File: src/rtl/trena_serial_ctrl.sv
// Control unit for the trena: triggers a measurement, then sends an N_CHARS ASCII frame.
// Optional TRENA_TIMEOUT_EN adds the measurement timeout counter and the ERRO state.
module trena_serial_ctrl #(
  parameter int unsigned N_CHARS          = 4,
  parameter int unsigned TIMEOUT_CYCLES   = 50000000,
  parameter int unsigned INTERVALO_CYCLES = 25000000,
  localparam int unsigned SelW = (N_CHARS > 1) ? $clog2(N_CHARS) : 1
) (
  input  logic            clock,
  input  logic            reset,
  input  logic            mensurar,
  input  logic            modo_continuo,
  input  logic            pronto_medida,
  input  logic            pronto_transmissao,
  output logic            zera,
  output logic            medir,
  output logic            partida,
  output logic [SelW-1:0] sel_char,
  output logic            pronto,
  output logic            timeout_erro,
  output logic [3:0]      db_estado
);

  localparam int unsigned IntW = (INTERVALO_CYCLES > 2) ? $clog2(INTERVALO_CYCLES) : 1;
  localparam int unsigned TmoW = (TIMEOUT_CYCLES > 2) ? $clog2(TIMEOUT_CYCLES) : 1;

  localparam logic [SelW-1:0] SelLast = SelW'(N_CHARS - 1);
  localparam logic [IntW-1:0] IntLast = IntW'(INTERVALO_CYCLES - 1);

  if (N_CHARS < 1 || N_CHARS > 16) begin : gen_bad_n_chars
    $error("N_CHARS out of range 1..16");
  end
  if (TIMEOUT_CYCLES < 2) begin : gen_bad_timeout
    $error("TIMEOUT_CYCLES must be at least 2");
  end
  if (INTERVALO_CYCLES < 2) begin : gen_bad_intervalo
    $error("INTERVALO_CYCLES must be at least 2");
  end

  typedef enum logic [3:0] {
    StInicial = 4'b0000,
    StPrepara = 4'b0001,
    StDispara = 4'b0010,
    StMede    = 4'b0011,
    StEnvia   = 4'b0100,
    StAguarda = 4'b0101,
    StFinal   = 4'b0110,
    StErro    = 4'b0111
  } state_e;

  state_e          state_q, state_d;
  logic [SelW-1:0] sel_q, sel_d;
  logic [IntW-1:0] int_q, int_d;

`ifdef TRENA_TIMEOUT_EN
  localparam logic [TmoW-1:0] TmoLast = TmoW'(TIMEOUT_CYCLES - 1);

  logic [TmoW-1:0] tmo_q, tmo_d;

  always_ff @(posedge clock or posedge reset) begin
    if (reset) begin
      tmo_q <= '0;
    end else begin
      tmo_q <= tmo_d;
    end
  end
`endif

  always_ff @(posedge clock or posedge reset) begin
    if (reset) begin
      state_q <= StInicial;
      sel_q   <= '0;
      int_q   <= '0;
    end else begin
      state_q <= state_d;
      sel_q   <= sel_d;
      int_q   <= int_d;
    end
  end

  always_comb begin
    state_d      = state_q;
    sel_d        = sel_q;
    int_d        = int_q;
`ifdef TRENA_TIMEOUT_EN
    tmo_d        = tmo_q;
`endif
    zera         = 1'b0;
    medir        = 1'b0;
    partida      = 1'b0;
    pronto       = 1'b0;
    timeout_erro = 1'b0;
    db_estado    = state_q;

    unique case (state_q)
      StInicial: begin
        zera = 1'b1;
        if (mensurar) state_d = StPrepara;
      end

      StPrepara: begin
        zera    = 1'b1;
        sel_d   = '0;
`ifdef TRENA_TIMEOUT_EN
        tmo_d   = '0;
`endif
        state_d = StDispara;
      end

      StDispara: begin
        medir   = 1'b1;
        state_d = StMede;
      end

      StMede: begin
        // A ready measurement wins over a timeout landing in the same cycle.
        if (pronto_medida) begin
          state_d = StEnvia;
`ifdef TRENA_TIMEOUT_EN
        end else if (tmo_q == TmoLast) begin
          state_d = StErro;
          int_d   = '0;
        end else begin
          tmo_d = tmo_q + TmoW'(1);
`endif
        end
      end

      StEnvia: begin
        partida = 1'b1;
        state_d = StAguarda;
      end

      StAguarda: begin
        if (pronto_transmissao) begin
          if (sel_q == SelLast) begin
            state_d = StFinal;
            int_d   = '0;
          end else begin
            sel_d   = sel_q + SelW'(1);
            state_d = StEnvia;
          end
        end
      end

      StFinal: begin
        pronto = 1'b1;
        if (mensurar) begin
          state_d = StPrepara;
          int_d   = '0;
        end else if (modo_continuo) begin
          if (int_q == IntLast) begin
            state_d = StPrepara;
            int_d   = '0;
          end else begin
            int_d = int_q + IntW'(1);
          end
        end else begin
          int_d = '0;
        end
      end

`ifdef TRENA_TIMEOUT_EN
      StErro: begin
        timeout_erro = 1'b1;
        if (mensurar) begin
          state_d = StPrepara;
          int_d   = '0;
        end else if (modo_continuo) begin
          if (int_q == IntLast) begin
            state_d = StPrepara;
            int_d   = '0;
          end else begin
            int_d = int_q + IntW'(1);
          end
        end else begin
          int_d = '0;
        end
      end
`endif

      default: begin
        db_estado = 4'b1111;
        state_d   = StInicial;
      end
    endcase
  end

  assign sel_char = sel_q;

endmodule

File: config.mk
export PLATFORM = sky130hd
export DESIGN_NAME = trena_serial_ctrl
export DESIGN_NICKNAME = d
export VERILOG_FILES = /design/src/rtl/trena_serial_ctrl.sv
export SDC_FILE = /design/constraint.sdc
export NUM_CORES = 1
export LEC_CHECK = 0
export BUFFER_PORTS_ARGS = -buffer_cell sky130_fd_sc_hd__buf_2
export CELL_PAD_IN_SITES_DETAIL_PLACEMENT = 1
export CELL_PAD_IN_SITES_GLOBAL_PLACEMENT = 2
export CORE_MARGIN = 10
export CORE_UTILIZATION = 38
export DETAILED_ROUTE_END_ITERATION = 8
export PLACE_DENSITY = 0.81
export SLEW_MARGIN = 20
export SYNTH_ARGS = -nofsm -noshare
export SYNTH_HDL_FRONTEND = slang
export SYNTH_SLANG_ARGS = --single-unit
export TNS_END_PERCENT = 50
File: constraint.sdc
create_clock -name clock -period 4.17 [get_ports clock]
set_input_delay 0 -clock clock [delete_from_list [all_inputs] [get_ports clock]]
set_output_delay 0 -clock clock [all_outputs]
set_load 0.1 [all_outputs]
# After elaboration in Yosys (flattened, before gate mapping)
# Cells that the tools add are included.
[totals] regBits=31 out_inout_bits=11 inputBits=6 elab_cells=50
[op_classes] n_reduce_logical=8 n_mux=22 eq_ne=15 add_sub_neg=2
[op_table] cell="$mux 25" count=5
[op_table] cell="$pmux 25 s2" count=1
[op_table] cell="$mux 4" count=7
[op_table] cell="$pmux 4 s7" count=1
[op_table] cell="$add 25x1->25 const B" count=1
[op_table] cell="$eq 25x25->1 const B" count=1
[op_table] cell="$eq 4x3->1 const B" count=3
[op_table] cell="$ne 2x2->1 const B" count=5
[op_table] cell="$eq 4x2->1 const B" count=2
[op_table] cell="$reduce_or 7->1" count=1
[op_table] cell="$mux 2" count=3
[op_table] cell="$ne 3x3->1 const B" count=2
[op_table] cell="$reduce_and 3->1" count=2
[op_table] cell="$reduce_and 5->1" count=1
[op_table] cell="$eq 4x1->1 const B" count=1
[op_table] cell="$logic_not 4->1" count=1
[op_table] cell="$mux 1" count=4
[op_table] cell="$pmux 2 s2" count=1
[op_table] cell="$reduce_bool 2->1" count=2
[op_table] cell="$add 2x1->2 const B" count=1
[op_table] cell="$eq 2x2->1 const B" count=1
[op_table] cell="$reduce_or 2->1" count=1

# Depth between registers and ports, before layout
[logic_depth] word_depth=5 depth_mapped=8 mapped_depth_nobuf=6

# Least setup slack after synthesis
# No wires, ideal clock.
[synth_timing] path_type="register to output" start="register state_q[0]" end="output partida" stages_incl_launch_ff=3 required_ns=4.170 n_path_buf=1 path_slack_ns=1.505 arrival_time_ns=2.665 cell_sequence="dfrtp_1 -> clkbuf_1 -> nor3_1"
[synth_between] elab_chain_len=2
[synth_lines] element="start, declared" line="51" rtl="state_e state_q, state_d;"
[synth_lines] element="start signal, assigned" line="71" rtl="state_q <= StInicial;"
[synth_lines] element="start signal, assigned" line="75" rtl="state_q <= state_d;"
[synth_lines] element="$eq 4x3->1" line="95" rtl="unique case (state_q)"
[synth_lines] element="$mux 1" line="95"
[synth_lines] element="end, declared" line="17" rtl="output logic partida,"
# Every way passes these cells.

# Worst setup path in the final report
[layout_timing] start="register state_q[1]" end="register int_q[14]"
[layout_between] elab_chain_len=3 word_cells_on_any_way=7 cone_classes="eq/ne: 4; mux: 1; reduce/logical: 2"
[layout_lines] element="$eq 4x3->1" line="95"
[layout_lines] element="$ne 2x2->1 (no line) or $reduce_bool 2->1 (tied branches)"
[layout_lines] element="$reduce_and 3->1 (no line)"
[layout_lines] element="end signal, assigned" line="77" rtl="int_q <= int_d;"
[layout_lines] element="end, declared" line="53" rtl="logic [IntW-1:0] int_q, int_d;"
# Several ways; a longest one is shown, not always the timed one.
# A chain may end at the register's enable or synchronous reset.

==> results.json <==
{
  "die_y_um": 88.9,
  "crit_type": "reg -> reg",
  "grt_max_degree": 31,
  "synth_top_area_frac": 0.416,
  "seq_area_um2": 751,
  "final_core_util": 0.434,
  "ys_ff_latch": 30,
  "dp_hpwl_um": 3420,
  "status": "completed",
  "drt_pass1_iterations": 4,
  "vias": 1632,
  "drc_errors": 0,
  "grt_pass1_vias": 1657,
  "grt_overflow": 0,
  "power_density_nw_per_um2": 558,
  "cts_buffers": 5,
  "crit_path_end_kind": "flip-flop",
  "max-slew-margin-rel": 0.329,
  "synth_area_leaders": "dfrtp_1 42%, nor2_1 4.4%, nand2_1 4.0%",
  "rows": 25,
  "max_slew.worst_pin.slew_ps": 1010,
  "numClockSinks": 30,
  "start_util": 0.387,
  "ys_warn_count": 0,
  "yosys.area.top_type": "dfrtp_1",
  "cts_tree": "built",
  "hold_class": "in -> reg",
  "rsz0062_at_grt": "no",
  "die_x_um": 88.9,
  "cp_data_arrival_time_ps": 2640,
  "hold_viol_final": 0,
  "die_area_um2": 7900,
  "place_congestion": 0.822,
  "vias_per_cell": 5.87,
  "p_leak_nw": 0.864,
  "nNetsFinal": 231,
  "path_max_fanout": 20,
  "cts_resized": 0,
  "portBuffers": 15,
  "syn_nets": 217,
  "wire_per_inst_um": 16.9,
  "synth_top_flop_cell": "dfrtp_1",
  "critPathLaunchType": "flip-flop",
  "maxCapViolations": 0,
  "fillers": 579,
  "clkLatencyLatePin_ps": 280,
  "drt_wl_total_um": 4700,
  "yosysUniqueCellTypes": 43,
  "cp.required_ps": 4370,
  "diodes": 0,
  "drive_above_1_share": 0.129,
  "post-place-ws_ps": 1780,
  "grt_pass1_wl_um": 8080,
  "post-route-period-util": 0.584,
  "h-tree-depth": 2,
  "finalCriticalPeriod_ps": 2430,
  "slew_viol_final": 0,
  "skew_ps": 6.38,
  "clk_path_buf_depth": 2,
  "multi_input_area_um2": 958,
  "power_mw": 1.13,
  "synthCells": 209,
  "clockRootBuffer": "clkbuf_8",
  "setup-tns-final_ps": 0,
  "hold_ws_ps": 78.1,
  "synth-edff-count": 0,
  "syn_avg_cell_area_um2": 8.63,
  "ios": 17,
  "cts.clk_slew.worst_paths_ps": 70,
  "drt_iter0_markers": 71,
  "drtAntennaViolNets": 0,
  "core_um2": 4660,
  "ir_drop_mv": 0.298,
  "clock.fmax_mhz": 411,
  "synth.cell_area_um2": 1800,
  "fin_ws_ps": 1740,
  "synthToLayoutAreaGrowth_pct": 12.1,
  "gr-usage-all-layers": 0.131,
  "setup_violations": 0,
  "antenna_found_initial": 0,
  "seq_area_frac_synth": 0.416,
  "async_flop_share": 1.00
}
-- critical path: stages, from the launching register on --
cell and delay (ps):
dfrtp_1 530, nor2b_1 360, nand4b_1 230, a21oi_2 790, o21ai_0 230, a31oi_1 220
-- layout by cell type (no fill, tap or decap), types with 7 or more instances in the layout --
cell type	n
o21ai_0	14
inv_1	9
xnor2_1	7
a21oi_1	10
nor3_1	12
dfrtp_1	30
buf_2	15
nand2_1	19
nor2_1	21
a31oi_1	8
nand3_1	10
-- metrics by stage --
stage | std cells | area, µm²
floorplan | 209 | 1800
global placement | 268 | 1890
detailed placement | 268 | 1890
CTS | 278 | 2020
global route | 278 | 2020
finish | 278 | 2020
-- kinds of logic after synthesis --
group                    synth area share
AO/OA/AOI/OAI                       0.164
XOR/XNOR                           0.0388
multiplexers                       0.0166
flip-flops                          0.416
AND/OR/NAND/NOR                     0.295
other                             0.00208
adder cells (fa/ha/maj)            0.0139
buffers and inverters              0.0527
-- area by class of cell --
cell class | count | share of cell area
Clock inverter | 3 | 0.0198
Tap cell | 54 | 0.0334
Inverter | 9 | 0.0167
Sequential cell | 30 | 0.371
Multi-Input combinational cell | 159 | 0.474
Clock buffer | 5 | 0.0340
Timing Repair Buffer | 18 | 0.0507
-- metal layers --
layer	track usage	wire (µm)	up-vias
met5	0	0	-
met4	0.0499	46	0
met3	0.0383	234	5
met2	0.213	2180	25
met1	0.159	2230	811
li1	-	-	791
-- cells in the mapped netlist, types with 2 or more instances --
| cell | number |
|---|---|
| a21oi_1 | 10 |
| a22o_1 | 5 |
| a31oi_1 | 8 |
| and2_1 | 4 |
| and3_1 | 3 |
| and4_1 | 4 |
| buf_6 | 2 |
| clkbuf_1 | 7 |
| dfrtp_1 | 30 |
| ha_1 | 2 |
| inv_1 | 9 |
| mux2i_1 | 3 |
| nand2_1 | 19 |
| nand2b_1 | 3 |
| nand3_1 | 10 |
| nand4_1 | 5 |
| nand4b_1 | 2 |
| nor2_1 | 21 |
| nor2b_1 | 2 |
| nor3_1 | 12 |
| nor4_1 | 4 |
| nor4bb_1 | 2 |
| o21ai_0 | 14 |
| o21ai_1 | 2 |
| or3_1 | 2 |
| xnor2_1 | 7 |
-- path summary, 6_finish.rpt --
path	start	end	slack, ps	depth (start not counted)
worst max register to register	state_q[1]	int_q[14]	1740	5
max in group asynchronous	reset	int_q[10]	3530	4
worst min register to register	int_q[14]	int_q[14]	510	1
worst max-delay path	state_q[1]	int_q[14]	1740	5
worst min-delay path	mensurar	state_q[1]	80	3
min in group asynchronous	reset	sel_char[0]	350	4
-- timing repair --
action,CTS,global route
hold buffers,2,0
endpoints found under the hold margin,31,0
buffers inserted,0,0
-- where the power goes --
part,total (mW),leakage (nW),switching (mW),internal [mW]
sequential,0.383,0.412,0.0620,0.321
combinational,0.454,0.393,0.363,0.0905
clock,0.291,0.0579,0.115,0.176
-- registers in the layout (all words and copies together) (netlist names) --
name / count
int_q: 25
state_q: 3
sel_char: 2
Power figures use the tool's default switching activity.
